`config.mk`:
```
export PLATFORM = sky130hd
export DESIGN_NAME = rca_slice_sequencer
export DESIGN_NICKNAME = d
export VERILOG_FILES = /design/src/rtl/rca_seq_pkg.sv /design/src/rtl/ripply_carry_adder.sv /design/src/rtl/rca_slice_sequencer.sv
export SDC_FILE = /design/constraint.sdc
export NUM_CORES = 1
export LEC_CHECK = 0
export BUFFER_PORTS_ARGS = -buffer_cell sky130_fd_sc_hd__clkbuf_2
export CAP_MARGIN = 20
export CORE_AREA = 5 5 70 97
export DETAILED_ROUTE_END_ITERATION = 10
export DIE_AREA = 0 0 75 102
export MAX_ROUTING_LAYER = met4
export PLACE_DENSITY = 0.68
export SLEW_MARGIN = 10
export SYNTH_ARGS = -nofsm -noshare
export SYNTH_HDL_FRONTEND = slang
export SYNTH_SLANG_ARGS = --single-unit
```
`constraint.sdc`:
```
create_clock -name clk -period 6.4 [get_ports clk]
set_input_delay 1.28 -clock clk [delete_from_list [all_inputs] [get_ports clk]]
set_output_delay 1.28 -clock clk [all_outputs]
set_load 0.02 [all_outputs]
```
`src/rtl/rca_seq_pkg.sv`:
```
// rca_seq_pkg: shared state encoding and default sizing for the slice sequencer
package rca_seq_pkg;
  localparam int DEF_WIDTH = 4;
  localparam int DEF_SLICES = 4;
  typedef enum logic [1:0] {IDLE, ADD, DONE} state_t;
endpackage

```
`src/rtl/ripply_carry_adder.sv`:
```
// ripply_carry_adder: WIDTH-bit ripple-carry adder built from full-adder cells
module ripply_carry_adder #(
  parameter int WIDTH = 4
) (
  input  logic [WIDTH-1:0] a,
  input  logic [WIDTH-1:0] b,
  input  logic             cin,
  output logic [WIDTH-1:0] sum,
  output logic             cout
);
  logic [WIDTH:0] c;
  assign c[0] = cin;
  for (genvar i = 0; i < WIDTH; i++) begin : g_fa
    assign sum[i] = a[i] ^ b[i] ^ c[i];
    assign c[i+1] = (a[i] & b[i]) | (c[i] & (a[i] ^ b[i]));
  end
  assign cout = c[WIDTH];
endmodule

```
`src/rtl/rca_slice_sequencer.sv`:
```
// rca_slice_sequencer: adds two N-bit operands one WIDTH-bit slice per cycle on a shared adder
module rca_slice_sequencer
  import rca_seq_pkg::*;
#(
  parameter int WIDTH = DEF_WIDTH,
  parameter int SLICES = DEF_SLICES
) (
  input  logic                    clk,
  input  logic                    rst,
  input  logic                    in_valid,
  output logic                    in_ready,
  input  logic [WIDTH*SLICES-1:0] a,
  input  logic [WIDTH*SLICES-1:0] b,
  input  logic                    cin,
  output logic                    out_valid,
  input  logic                    out_ready,
  output logic [WIDTH*SLICES-1:0] sum,
  output logic                    cout,
  output logic                    busy
);
  localparam int N = WIDTH * SLICES;
  localparam int KW = SLICES > 1 ? $clog2(SLICES) : 1;
  state_t state, nxt;
  logic [N-1:0] a_r, b_r;
  logic [KW-1:0] k;
  logic carry, last, co;
  logic [WIDTH-1:0] s;
  ripply_carry_adder #(.WIDTH(WIDTH)) u_rca (
    .a(a_r[k*WIDTH +: WIDTH]),
    .b(b_r[k*WIDTH +: WIDTH]),
    .cin(carry),
    .sum(s),
    .cout(co)
  );
  assign last = k == KW'(SLICES - 1);
  assign in_ready = state == IDLE;
  assign out_valid = state == DONE;
  assign busy = state != IDLE;
  always_comb begin
    nxt = state;
    nxt = state == IDLE ? (in_valid ? ADD : IDLE)
        : state == ADD ? (last ? DONE : ADD)
        : (out_ready ? IDLE : DONE);
  end
  always_ff @(posedge clk or posedge rst) begin
    if (rst) begin
      state <= IDLE;
      a_r <= '0;
      b_r <= '0;
      k <= '0;
      carry <= 1'b0;
      sum <= '0;
      cout <= 1'b0;
    end else begin
      state <= nxt;
      if (state == IDLE && in_valid) begin
        a_r <= a;
        b_r <= b;
        carry <= cin;
        k <= '0;
      end
      if (state == ADD) begin
        sum[k*WIDTH +: WIDTH] <= s;
        carry <= co;
        k <= last ? '0 : k + 1'b1;
        if (last) cout <= co;
      end
    end
  end
endmodule

```
Word-level counts from Yosys, hierarchy flattened

Cells that the tools add are included.
Widths: inputs -> output; s select.

Memories kept: 0
Bits in read-only memories: 0
Latch bits: 0
Memory bits (writable): 0
Flip-flop bits (word level): 54
Output and inout bits: 20
Bits of input ports: 37
Logic and storage cells: 52

Order comparisons: 0
Mux-type cells: 11
Reductions and logical operators: 5
Multiply operators: 0
Bitwise operators: 20
Divide/modulo/power cells: 0
Equality and inequality tests: 3
$add $sub $neg: 2
Shift operators: 4

Operators by type and width:

| kind                    | number |
|---|---|
| $neg 4->34              | 1 |
| $shift 4x34->16 const A | 1 |
| $shiftx 4x34->16        | 1 |
| $shiftx 16x5->4         | 2 |
| $bwmux 16               | 1 |
| $mux 2                  | 7 |
| $and 1x1->1             | 8 |
| $xor 1x1->1             | 8 |
| $eq 2x2->1 const B      | 2 |
| $or 1x1->1              | 4 |
| $reduce_bool 2->1       | 2 |
| $mux 1                  | 3 |
| $add 2x1->2 const B     | 1 |
| $eq 2x1->1 const B      | 1 |
| $logic_not 2->1         | 1 |
| $reduce_and 2->1        | 1 |
| $logic_and 1x1->1       | 1 |

Logic depth before layout (Yosys ltp)

Depth after elaboration: 11
Depth in mapped cells: 13
Gate-level depth less buffers: 11

Hierarchy

Synthesis repeated with hierarchy kept, for this count alone.

Cell total of the unflattened synthesis: 179
Area, all modules: 2,636.3 um^2

Modules (own cells, without submodules):

| module              | area each (um^2) | cells an instance | times used |
|---|---|---|---|
| rca_slice_sequencer | 2,518.7          | 165               | 1 |
| ripply_carry_adder  | 117.6            | 14                | 1 |

Worst setup path before layout

OpenSTA, ideal clock, no wires.

Path kind: reg-to-reg
Start: register k[0]
End: register sum[7]
Slack: 3.386 ns
Period minus slack after synthesis: 3.014 ns
Data required time: 6.275 ns
Arrival time: 2.889 ns
Cell stages (with the launch flop): 14
Cell sequence: dfrtp_1 > buf_4 > buf_2 > mux4_2 > inv_1 > fa_1 > inv_1 > fa_1 > inv_1 > fa_1 > inv_1 > fa_1 > and4b_1 > mux2_2

Longest elaborated chain between the ends: 11
Elaborated cells between the ends (all ways): 23

Ends and longest elaborated chain:

| element                                   | RTL line                                             | source |
|---|---|---|
| start, declared                           | rca_slice_sequencer.sv:25                            | `logic [KW-1:0] k;` |
| start signal, assigned                    | rca_slice_sequencer.sv:65                            | `k <= last ? '0 : k + 1'b1;` |
| $shiftx 16x5->4, on equally long branches | rca_slice_sequencer.sv:29, rca_slice_sequencer.sv:30 |  |
| $xor 1x1->1                               | ripply_carry_adder.sv:14, ripply_carry_adder.sv:15   |  |
| $and 1x1->1                               | ripply_carry_adder.sv:15                             | `assign c[i+1] = (a[i] & b[i]) \| (c[i] & (a[i] ^ b[i]));` |
| $or 1x1->1                                | ripply_carry_adder.sv:15                             |  |
| $and 1x1->1                               | ripply_carry_adder.sv:15                             |  |
| $or 1x1->1                                | ripply_carry_adder.sv:15                             |  |
| $and 1x1->1                               | ripply_carry_adder.sv:15                             |  |
| $or 1x1->1                                | ripply_carry_adder.sv:15                             |  |
| $xor 1x1->1                               | ripply_carry_adder.sv:14                             | `assign sum[i] = a[i] ^ b[i] ^ c[i];` |
| $shiftx 4x34->16                          | rca_slice_sequencer.sv:63                            | `sum[k*WIDTH +: WIDTH] <= s;` |
| $bwmux 16 (*)                             | rca_slice_sequencer.sv:63                            |  |
| end signal, assigned by index             | rca_slice_sequencer.sv:63                            |  |
| end, declared                             | rca_slice_sequencer.sv:17                            | `output logic [WIDTH*SLICES-1:0] sum,` |

Every way passes the cells marked *; elsewhere a longest branch is shown, timed or not.
A chain may end at the register's enable or synchronous reset.

Worst setup path after layout

Same ends and word-level chain as after synthesis.

==> flow_metrics.tcl <==
set metrics [dict create \
    outcome "finished, final reports clean" \
    maxCapViolCount 0 \
    rsz0062_at_grt "no" \
    synth_flop_cell "dfrtp_1" \
    cts_htree_levels 2 \
    worstHoldStart "a_r[15]$_DFFE_PP0P_" \
    drive_gt1_share_pct 48.9 \
    slew_violations 0 \
    clock_sinks 54 \
    power_frac_clock_pct 15.3 \
    start_util_pct 45.5 \
    syn_to_final_growth_pct 17.6 \
    ant_nets 0 \
    core_area_mm2 0.00582 \
    setup_violations 0 \
    cp_max_fo 22 \
    cts_buffers 5 \
    cts_root_buf "clkbuf_8" \
    drtPass1Iterations 4 \
    antenna_found_initial 0 \
    final.period_utilization_pct 54.2 \
    grtUsageMet3_pct 3.25 \
    avgSynthCellArea_um2 14.6 \
    synth.distinct_cells 28 \
    grt_max_degree 35 \
    regArea_mm2 0.00135 \
    final_common_cell "clkbuf_2" \
    fin_crit_ns 3.47 \
    path_clk_slew_ns 0.10 \
    grt-ovfl-total 0 \
    holdBufCountCts 0 \
    p_comb_share_pct 49.6 \
    utilization_pct 53.5 \
    cts_buffer_depth 2 \
    row_count 33 \
    track_usage_pct 14.7 \
    ios 57 \
    multi_input_area_mm2 0.00117 \
    die_w_um 75 \
    synthArstFlopShare_pct 100 \
    hp-class "register to register" \
    p_per_area_mw_per_mm2 581 \
    internal_power_mw 1.13 \
    io_buffer_count 56 \
    n_fill_cell 501 \
    syn_nets 228 \
    fin_nets 283 \
    yosys-top-cells-area "dfrtp_1 51%, mux2_2 17%, mux4_2 6.8%, fa_1 3.0%, ha_1 2.8%" \
    gp_congestion 0.751 \
    busiest_layer "met2" \
    final_cell_mix "56 x clkbuf_2, 54 x dfrtp_1, 39 x mux2_2, 13 x inv_1, 8 x mux4_2" \
    total_power_mw 1.81 \
    synth.top_cell.area_share_pct 51.0 \
    grt_use_met2_pct 23.5 \
    yosysTopAreaCell "dfrtp_1" \
    drc 0 \
    synth_edf_count 0 \
    critPathCaptureType "register" \
    synth-seq-area-share_pct 51.0 \
    vias_per_cell 5.32 \
    ys_seq_elements 54 \
    instances_no_fill 307 \
    fin_tns_setup_ns 0 \
    cts_resized 0 \
    start_kind "register" \
    grt_pass1_wl_um 8380 \
    critPathRequiredTime_ns 6.60 \
    wl_per_cell_um 16.3 \
    seqPwrFrac_pct 35.1 \
    slew_headroom_pct 42.6 \
    p_leak_nw 1.48 \
    swShare_pct 37.6 \
    netlist_area_mm2 0.00265 \
    hold_viol_final 0 \
    use_met1_pct 19.0 \
    syn_inst 181 \
    die_h_um 102 \
    routed_wl_um 5020 \
    dp_hpwl_um 3750 \
    ir_worst_vdd_mv 0.283 \
    fmax_mhz 288 \
    postCtsSetupBuffers 0 \
    diodes 0 \
    dpl.cell_count 299 \
    arrival_ns 3.67 \
    tightest_slew_ns 0.861 \
    die_area_mm2 0.00765 \
    worstSetupPathType "register to register" \
    tritoncts "done" \
    grt_pass1_vias 1741 \
    crit_path_start "k[0]$_DFFE_PP0P_" \
    drtIter0Drc 56 \
    p_sw_mw 0.681 \
    vias 1633 \
    r2r_start "k[0]$_DFFE_PP0P_" \
    finClkSkew_ns 0.00848 \
    insertion_delay_ns 0.30 \
    yosysWarnings 0 \
]
## power groups by stage
stage	registers, mW	logic, mW	clock network (mW)
final	0.635	0.898	0.277
after global routing	0.660	0.999	0.298
after CTS	0.638	0.910	0.284
after detailed placement	0.647	0.905	0
after global placement	0.644	0.895	0
after floorplan	0.612	0.716	0
## cell usage after synthesis, types with 3 or more instances
library cell,count
dfrtp_1,54
mux2_2,39
inv_1,14
mux4_2,8
ha_1,6
nor4bb_1,6
a22o_1,5
a32o_1,4
and4b_1,4
fa_1,4
nand3b_1,4
nor2_1,4
nor2b_1,4
buf_2,3
buf_6,3
## path summary, 6_finish.rpt
kind / endpoint / slack [ns] / cells past startpoint
max reg2reg: sum[7]$_DFFE_PP0P_ / 2.93 / 11
min: a_r[15]$_DFFE_PP0P_ / 0.50 / 1
min reg2reg: a_r[15]$_DFFE_PP0P_ / 0.50 / 1
min in group asynchronous: sum[13]$_DFFE_PP0P_ / 0.98 / 2
max in group asynchronous: b_r[0]$_DFFE_PP0P_ / 4.87 / 3
max: sum[7]$_DFFE_PP0P_ / 2.93 / 11
## registers in the layout, indices dropped and copies added, names as in the netlist
| register | cells |
|---|---|
| a_r | 16 |
| k | 2 |
| b_r | 16 |
| state | 2 |
| carry | 1 |
| cout | 1 |
| sum | 16 |
## cells by family after synthesis
kind of cell               count (synthesis)  share of synthesized area, %
adders and majority gates                 10                          5.86
buffers and inverters                     24                          4.68
AOI/OAI and AO/OA                         14                          4.53
muxes                                     49                          24.2
and+or+nand+nor                           30                          9.68
DFF                                       54                          51.0
## routing by layer
metal  wire, µm  up-vias
met1       2180      807
met2       2490       51
li1           -      770
met3        302        5
met4         38        0
met5          0        -
## area by class of cell
| type | count | area share [%] |
|---|---|---|
| Clock buffer | 6 | 2.65 |
| Clock inverter | 2 | 1.93 |
| Inverter | 14 | 1.69 |
| Multi-Input combinational cell | 103 | 37.7 |
| Sequential cell | 54 | 43.4 |
| Tap cell | 70 | 2.81 |
| Timing Repair Buffer | 58 | 9.88 |
## stage by stage
| step | setup WS (ns) | hold WS, ns | instance area (µm²) |
|---|---|---|---|
| final | 2.93 | 0.496 | 3120 |
| after global routing | 2.70 | 0.528 | 3120 |
| after CTS | 2.91 | 0.500 | 3120 |
| after detailed placement | 2.92 | 0.478 | 2970 |
| after global placement | 2.97 | 0.465 | 2950 |
| after floorplan | 3.39 | 0.452 | 2650 |
## worst max-delay path, stage by stage, from the launching register on
cell and delay, ns:
dfrtp_1 0.92, mux4_2 0.59, inv_1 0.09, fa_1 0.15, inv_1 0.05, fa_1 0.35
inv_1 0.07, fa_1 0.15, inv_1 0.05, fa_1 0.48, and4b_1 0.21, mux2_2 0.25
Note: power is estimated with default switching activity, not from simulation.
